$ cat src/rtl/debug_snapshot_unit.sv
// debug_snapshot_unit
// Register-bus debug peripheral. Software arms it through CTRL; it then
// samples one word from every channel selected in CHMASK, latches the
// register-lock vector on success and signals completion in STATUS and
// on irq_o.
// Ports:
//   clk_i, rst_ni            clock, asynchronous active-low reset
//   reglk_ctrl_i             register-lock vector (bit0 locks CTRL/CHMASK/
//                            TIMEOUT, bit1 locks scratch words)
//   reg_valid_i/reg_write_i/reg_addr_i/reg_wdata_i/reg_wstrb_i
//                            REG_BUS request
//   reg_rdata_o/reg_ready_o/reg_error_o
//                            REG_BUS response (combinational)
//   snap_valid_i/snap_data_i per-channel snapshot inputs
//   irq_o                    completion interrupt (level)
module debug_snapshot_unit #(
  parameter int NUM_CH     = 4,
  parameter int DATA_WIDTH = 32,
  parameter int ADDR_WIDTH = 32,
  parameter int NUM_REGS   = 64,
  parameter int LOCK_WIDTH = 8
) (
  input  logic                         clk_i,
  input  logic                         rst_ni,
  input  logic [LOCK_WIDTH-1:0]        reglk_ctrl_i,
  input  logic                         reg_valid_i,
  input  logic                         reg_write_i,
  input  logic [ADDR_WIDTH-1:0]        reg_addr_i,
  input  logic [DATA_WIDTH-1:0]        reg_wdata_i,
  input  logic [DATA_WIDTH/8-1:0]      reg_wstrb_i,
  output logic [DATA_WIDTH-1:0]        reg_rdata_o,
  output logic                         reg_ready_o,
  output logic                         reg_error_o,
  input  logic [NUM_CH-1:0]            snap_valid_i,
  input  logic [NUM_CH*DATA_WIDTH-1:0] snap_data_i,
  output logic                         irq_o
);

  localparam int IDX_W  = $clog2(NUM_REGS);
  localparam int STRB_W = DATA_WIDTH / 8;
  localparam int SCR_N  = NUM_REGS - 8 - NUM_CH;
  localparam int SCR_D  = (SCR_N > 0) ? SCR_N : 1;

  localparam logic [IDX_W-1:0] IDX_CTRL     = IDX_W'(3'd0);
  localparam logic [IDX_W-1:0] IDX_STATUS   = IDX_W'(3'd1);
  localparam logic [IDX_W-1:0] IDX_CHMASK   = IDX_W'(3'd2);
  localparam logic [IDX_W-1:0] IDX_TIMEOUT  = IDX_W'(3'd3);
  localparam logic [IDX_W-1:0] IDX_LOCKSNAP = IDX_W'(3'd4);
  localparam logic [IDX_W-1:0] IDX_COUNT    = IDX_W'(3'd5);

  typedef enum logic [2:0] {
    ST_IDLE    = 3'd0,
    ST_ARM     = 3'd1,
    ST_CAPTURE = 3'd2,
    ST_STORE   = 3'd3,
    ST_DONE    = 3'd4
  } state_e;

  // Byte-lane merge of a bus write into an existing register value.
  function automatic logic [DATA_WIDTH-1:0] merge_bytes(
    input logic [DATA_WIDTH-1:0] old_val,
    input logic [DATA_WIDTH-1:0] wdata,
    input logic [STRB_W-1:0]     wstrb
  );
    logic [DATA_WIDTH-1:0] res;
    res = old_val;
    for (int b = 0; b < STRB_W; b++) begin
      if (wstrb[b]) begin
        res[b*8 +: 8] = wdata[b*8 +: 8];
      end
    end
    return res;
  endfunction

  state_e                  state_r;
  logic                    irq_en_r;
  logic                    done_r;
  logic                    timeout_r;
  logic [NUM_CH-1:0]       chmask_r;
  logic [DATA_WIDTH-1:0]   tmo_cfg_r;
  logic [LOCK_WIDTH-1:0]   locksnap_r;
  logic [DATA_WIDTH-1:0]   count_r;
  logic [NUM_CH-1:0]       pending_r;
  logic [DATA_WIDTH-1:0]   timer_r;
  logic                    tmr_en_r;
  logic [DATA_WIDTH-1:0]   capture_r [NUM_CH];
  logic [DATA_WIDTH-1:0]   scratch_r [SCR_D];

  logic [IDX_W-1:0]        idx_s;
  int                      cap_sel_s;
  int                      scr_sel_s;
  logic                    is_cap_s;
  logic                    is_scr_s;
  logic                    wr_s;
  logic                    err_s;
  logic                    wr_ok_s;
  logic                    start_s;
  logic                    abort_s;
  logic                    busy_s;
  logic [DATA_WIDTH-1:0]   rdata_s;
  logic [DATA_WIDTH-1:0]   chmask_wr_s;
  logic [NUM_CH-1:0]       pend_next_s;
  logic                    unused_s;

  assign idx_s     = reg_addr_i[IDX_W+1:2];
  assign cap_sel_s = int'(idx_s) - 8;
  assign scr_sel_s = int'(idx_s) - 8 - NUM_CH;
  assign is_cap_s  = (int'(idx_s) >= 8) && (int'(idx_s) < 8 + NUM_CH);
  assign is_scr_s  = (int'(idx_s) >= 8 + NUM_CH);
  assign wr_s      = reg_valid_i & reg_write_i;
  assign busy_s    = (state_r == ST_ARM) || (state_r == ST_CAPTURE) || (state_r == ST_STORE);
  assign unused_s  = ^{reg_addr_i[ADDR_WIDTH-1:IDX_W+2], reg_addr_i[1:0]};

  // Read mux and access-error decode for the addressed word.
  always_comb begin
    rdata_s = '0;
    err_s   = 1'b0;
    if (idx_s == IDX_CTRL) begin
      rdata_s[2] = irq_en_r;
      err_s      = wr_s & reglk_ctrl_i[0];
    end else if (idx_s == IDX_STATUS) begin
      rdata_s[2:0] = state_r;
      rdata_s[4]   = busy_s;
      rdata_s[5]   = done_r;
      rdata_s[6]   = timeout_r;
      err_s        = wr_s;
    end else if (idx_s == IDX_CHMASK) begin
      rdata_s[NUM_CH-1:0] = chmask_r;
      err_s               = wr_s & (reglk_ctrl_i[0] | busy_s);
    end else if (idx_s == IDX_TIMEOUT) begin
      rdata_s = tmo_cfg_r;
      err_s   = wr_s & (reglk_ctrl_i[0] | busy_s);
    end else if (idx_s == IDX_LOCKSNAP) begin
      rdata_s[LOCK_WIDTH-1:0] = locksnap_r;
      err_s                   = wr_s;
    end else if (idx_s == IDX_COUNT) begin
      rdata_s = count_r;
      err_s   = wr_s;
    end else if (is_cap_s) begin
      rdata_s = capture_r[cap_sel_s];
      err_s   = wr_s;
    end else if (is_scr_s) begin
      rdata_s = scratch_r[scr_sel_s];
      err_s   = wr_s & reglk_ctrl_i[1];
    end else begin
      // reserved words 6 and 7
      err_s = wr_s;
    end
  end

  // Accepted-write qualifiers and the CTRL command pulses (byte 0 only).
  always_comb begin
    wr_ok_s     = wr_s & ~err_s;
    start_s     = wr_ok_s & (idx_s == IDX_CTRL) & reg_wstrb_i[0] & reg_wdata_i[0];
    abort_s     = wr_ok_s & (idx_s == IDX_CTRL) & reg_wstrb_i[0] & reg_wdata_i[1];
    chmask_wr_s = merge_bytes(DATA_WIDTH'(chmask_r), reg_wdata_i, reg_wstrb_i);
    pend_next_s = pending_r & ~snap_valid_i;
  end

  assign reg_rdata_o = rdata_s;
  assign reg_ready_o = 1'b1;
  assign reg_error_o = err_s;
  assign irq_o       = done_r & irq_en_r;

  // Software-writable configuration and scratch words.
  always_ff @(posedge clk_i or negedge rst_ni) begin
    if (!rst_ni) begin
      irq_en_r  <= 1'b0;
      chmask_r  <= '0;
      tmo_cfg_r <= '0;
      for (int i = 0; i < SCR_D; i++) begin
        scratch_r[i] <= '0;
      end
    end else if (wr_ok_s) begin
      if (idx_s == IDX_CTRL) begin
        if (reg_wstrb_i[0]) begin
          irq_en_r <= reg_wdata_i[2];
        end
      end else if (idx_s == IDX_CHMASK) begin
        chmask_r <= chmask_wr_s[NUM_CH-1:0];
      end else if (idx_s == IDX_TIMEOUT) begin
        tmo_cfg_r <= merge_bytes(tmo_cfg_r, reg_wdata_i, reg_wstrb_i);
      end else if (is_scr_s) begin
        scratch_r[scr_sel_s] <= merge_bytes(scratch_r[scr_sel_s], reg_wdata_i, reg_wstrb_i);
      end
    end
  end

  // Snapshot sequencer with capture, status and result registers.
  always_ff @(posedge clk_i or negedge rst_ni) begin
    if (!rst_ni) begin
      state_r    <= ST_IDLE;
      done_r     <= 1'b0;
      timeout_r  <= 1'b0;
      pending_r  <= '0;
      timer_r    <= '0;
      tmr_en_r   <= 1'b0;
      locksnap_r <= '0;
      count_r    <= '0;
      for (int c = 0; c < NUM_CH; c++) begin
        capture_r[c] <= '0;
      end
    end else begin
      case (state_r)
        ST_IDLE: begin
          if (start_s && (chmask_r != '0)) begin
            state_r <= ST_ARM;
          end
        end
        ST_ARM: begin
          done_r    <= 1'b0;
          timeout_r <= 1'b0;
          if (abort_s) begin
            pending_r <= '0;
            state_r   <= ST_IDLE;
          end else begin
            pending_r <= chmask_r;
            timer_r   <= tmo_cfg_r;
            tmr_en_r  <= (tmo_cfg_r != '0);
            state_r   <= ST_CAPTURE;
          end
        end
        ST_CAPTURE: begin
          for (int c = 0; c < NUM_CH; c++) begin
            if (pending_r[c] && snap_valid_i[c]) begin
              capture_r[c] <= snap_data_i[c*DATA_WIDTH +: DATA_WIDTH];
            end
          end
          pending_r <= pend_next_s;
          if (tmr_en_r) begin
            timer_r <= timer_r - DATA_WIDTH'(1'b1);
          end
          // Priority: abort, then completion, then timer expiry.
          if (abort_s) begin
            state_r <= ST_IDLE;
          end else if (pend_next_s == '0) begin
            state_r <= ST_STORE;
          end else if (tmr_en_r && (timer_r == DATA_WIDTH'(1'b1))) begin
            done_r    <= 1'b1;
            timeout_r <= 1'b1;
            state_r   <= ST_DONE;
          end
        end
        ST_STORE: begin
          if (abort_s) begin
            state_r <= ST_IDLE;
          end else begin
            locksnap_r <= reglk_ctrl_i;
            count_r    <= count_r + DATA_WIDTH'(1'b1);
            done_r     <= 1'b1;
            state_r    <= ST_DONE;
          end
        end
        ST_DONE: begin
          if (abort_s) begin
            done_r    <= 1'b0;
            timeout_r <= 1'b0;
            state_r   <= ST_IDLE;
          end else if (start_s) begin
            done_r    <= 1'b0;
            timeout_r <= 1'b0;
            state_r   <= ST_ARM;
          end
        end
        default: begin
          state_r <= ST_IDLE;
        end
      endcase
    end
  end

endmodule

$ cat config.mk
export PLATFORM = sky130hd
export DESIGN_NAME = debug_snapshot_unit
export DESIGN_NICKNAME = d
export VERILOG_FILES = /design/src/rtl/debug_snapshot_unit.sv
export SDC_FILE = /design/constraint.sdc
export NUM_CORES = 2
export LEC_CHECK = 0
export ABC_AREA = 1
export CAP_MARGIN = 0
export CORE_ASPECT_RATIO = 0.9
export CORE_MARGIN = 8
export CORE_UTILIZATION = 35
export DETAILED_ROUTE_END_ITERATION = 10
export MAX_ROUTING_LAYER = met4
export PLACE_DENSITY = 0.53
export SYNTH_ARGS = -nofsm -noshare
export SYNTH_HDL_FRONTEND = slang
export SYNTH_SLANG_ARGS = --single-unit
$ cat constraint.sdc
create_clock -name clk_i -period 5 [get_ports clk_i]
set_input_delay 1 -clock clk_i [delete_from_list [all_inputs] [get_ports clk_i]]
set_output_delay 1 -clock clk_i [all_outputs]
set_load 0.02 [all_outputs]
==> impl_metrics.env <==
export IMPL_utilization_pct=43.7
export IMPL_vias=76100
export IMPL_first_pass_iters=6
export IMPL_critPathRequiredTime_ns=4.00
export IMPL_htree_levels=4
export IMPL_core_area_sq_mm=0.242
export IMPL_failed_checks="setup timing"
export IMPL_layout_common_cells="nand2_1, dfrtp_1, o21ai_0"
export IMPL_cts_root_buf="clkbuf_16"
export IMPL_fin_cells=13900
export IMPL_r2r_setup_slack_ns=1.95
export IMPL_hold_slack_ns=0.165
export IMPL_postSynthAreaPerCell_sq_um=8.51
export IMPL_start_util_pct=35.2
export IMPL_io_buffers=219
export IMPL_place_ws_ns=-1.01
export IMPL_area_growth_pct=24.2
export IMPL_first_iter_violations=8919
export IMPL_grt_pass1_wl_microns=520000
export IMPL_cp_data_arrival_time_ns=4.13
export IMPL_ant_nets=0
export IMPL_final_net_count=10700
export IMPL_grt_setup_unrepaired="no"
export IMPL_cp_max_fo=20
export IMPL_synthFlopType="dfrtp_1"
export IMPL_peakVddDrop_mv=0.330
export IMPL_synth_cells=9997
export IMPL_finalSetupViolCount=1
export IMPL_hold_viol=0
export IMPL_status="finished, violations left"
export IMPL_die_x_microns=536
export IMPL_synth_edf_count=0
export IMPL_power_density_mw_per_mm2=388
export IMPL_maxCapViolCount=0
export IMPL_endpoint_kind="primary output"
export IMPL_clock_skew_ns=0.0498
export IMPL_grt_total_usage_pct=27.4
export IMPL_die_area_sq_mm=0.259
export IMPL_cts_sinks=1911
export IMPL_grt_max_degree=121
export IMPL_drt_total_wl_microns=354000
export IMPL_ys_types=51
export IMPL_cts_buffers=204
export IMPL_worst_r2r_path_depth=12
export IMPL_syn_area_sq_mm=0.0851
export IMPL_ys_async_sr_fraction_pct=100
export IMPL_place_gp_congestion=0.997
export IMPL_grt_pass1_vias=73300
export IMPL_tightest_slew_ns=1.02
export IMPL_viasPerCell=5.50
export IMPL_slew_headroom_pct=31.9
export IMPL_place_area_sq_mm=0.0979
export IMPL_place_inst=13400
export IMPL_ctsLongestPathBuffers=3
export IMPL_worstSetupStartpoint="reg_addr_i[3]"
export IMPL_antenna_found_initial=10
export IMPL_num_rows=171
export IMPL_mostFrequentLayoutCell="nand2_1"
export IMPL_finalCritPeriodShare_pct=103
export IMPL_r2r_start="state_r[0]$_DFFE_PN0P_"
export IMPL_crit_path_start_kind="primary input"
export IMPL_wl_per_cell_microns=25.6
export IMPL_hpwl_microns=237000
export IMPL_overflow=0
export IMPL_setup_ws_ns=-0.127
export IMPL_die_y_microns=484
export IMPL_rr_endpoint="scratch_r[1406]$_DFFE_PN0P_"
export IMPL_crit_type="in -> out"
export IMPL_yosysWarningCount=0
export IMPL_design_area_sq_mm=0.106
export IMPL_synth_seq_cells=1911
export IMPL_max_freq_mhz=195
export IMPL_leakage_nw=47.6
export IMPL_min_path_type="in -> async"
export IMPL_cts_hold_fix_buffers=0
export IMPL_drc=0
export IMPL_cts_tree="done"
export IMPL_fin_crit_ns=5.13
export IMPL_yosysSeqAreaShare_pct=56.2
export IMPL_syn_nets=10200
export IMPL_layout_drive_gt1_share_pct=14.6
export IMPL_path_clk_slew_ns=0.06
export IMPL_clk_latency_ns=0.88
export IMPL_ios=247
export IMPL_slew_viol_final=0
## critical path, stage by stage
cell and delay [ns]:
buf_4 0.21, buf_6 0.22, nor2_4 0.07, buf_12 0.20
buf_4 0.22, nand2_1 0.07, nand4_1 0.15, o21ai_0 0.64
o22ai_1 0.19, nor2_1 0.21, nand3_2 0.16, buf_4 0.21
nand2_1 0.07, nand2_1 0.10, nand2_1 0.10, a21oi_2 0.08
buf_2 0.18
## where the power goes
part	total, mW	switching, mW	internal [mW]
sequential	18.0	0.982	17.0
combinational	7.04	4.41	2.63
clock	15.9	6.78	9.13
total	41.0	12.2	28.8
## registers in the layout, indices dropped and copies added, names as in the netlist
name / flops
done_r: 1
tmr_en_r: 1
pending_r: 4
locksnap_r: 8
irq_en_r: 1
count_r: 32
state_r: 3
timer_r: 32
timeout_r: 1
scratch_r: 1664
tmo_cfg_r: 32
capture_r: 128
chmask_r: 4
## Yosys cell counts, types with 9 or more instances
| library cell | instances | area [sq um] |
|---|---|---|
| nand2_2 | 25 | 156 |
| a21oi_1 | 201 | 1010 |
| nand3_1 | 217 | 1090 |
| o21ai_1 | 152 | 761 |
| o22ai_1 | 109 | 682 |
| o221ai_1 | 22 | 193 |
| o211ai_1 | 56 | 420 |
| o21ai_0 | 1671 | 8360 |
| nor3_1 | 32 | 160 |
| mux2_2 | 128 | 1440 |
| buf_2 | 156 | 781 |
| a31oi_1 | 20 | 125 |
| a22oi_1 | 128 | 961 |
| nor4_1 | 17 | 106 |
| nand2_1 | 3593 | 13500 |
| inv_1 | 200 | 751 |
| clkbuf_1 | 580 | 2180 |
| nand4_1 | 307 | 1920 |
| ha_1 | 12 | 150 |
| buf_1 | 32 | 120 |
| nor2_1 | 248 | 931 |
| inv_2 | 11 | 41.3 |
| dfrtp_1 | 1911 | 47800 |
| clkbuf_2 | 17 | 85.1 |
| a41oi_1 | 9 | 78.8 |
| o21ai_2 | 30 | 263 |
| xor2_1 | 42 | 368 |
## kinds of logic after synthesis
| kind of cell | after synthesis | synth area share, % |
|---|---|---|
| AOI/OAI and AO/OA | 2416 | 15.3 |
| xor gates and xnor gates | 48 | 0.503 |
| adders and majority gates | 12 | 0.176 |
| buffers and inverters | 1008 | 4.76 |
| DFF | 1911 | 56.2 |
| muxes | 128 | 1.69 |
| other | 1 | 0.00441 |
| and+or+nand+nor | 4473 | 21.4 |
## how the worst max path moves through the flow
stage	endpoint	slack, ns	cells past startpoint
5_1_grt	reg_rdata_o[20]	0.002	22
3_3_place_gp	reg_rdata_o[5]	-0.99	21
2_1_floorplan	reg_rdata_o[1]	0.20	19
4_1_cts	reg_rdata_o[20]	0.005	21
3_5_place_dp	reg_rdata_o[5]	-1.01	21
6_report	reg_rdata_o[19]	-0.13	17
## repair_timing
action | in CTS | in global routing
gates resized for setup | 238 | 58
cloned | 3 | 2
buffers inserted | 21 | 8
endpoints found under the hold margin | 0 | 0
setup endpoints to repair | 32 | 31
pin swaps | 31 | 30
## final cells by class
cell class,instances,area [sq um]
timing repair inverter,2,16.3
clock inverter,78,1060
clock buffer,296,5980
sequential,1911,47800
timing repair buffer,1066,12000
tap,3200,4000
fill,23700,136000
inverter,213,833
multi-input combinational,7078,33900
antenna,6,15.0
## stage by stage
step	setup TNS, ns	power (mW)
2_1_floorplan	0	21.3
3_3_place_gp	-25.53	25.0
3_5_place_dp	-25.90	25.1
4_1_cts	0	41.1
5_1_grt	0	42.7
6_report	-0.127	41.0
## layer usage
| metal | track usage [%] | wire length, microns | share of wire [%] | up-vias |
|---|---|---|---|---|
| met5 | - | 0 | 0 | - |
| met4 | 11.5 | 18500 | 5.2 | 0 |
| met3 | 5.67 | 30700 | 8.7 | 690 |
| met2 | 40.5 | 154000 | 43 | 3462 |
| met1 | 36.7 | 151000 | 43 | 37700 |
| li1 | - | - | - | 34300 |
Note: power is estimated with default switching activity, not from simulation.
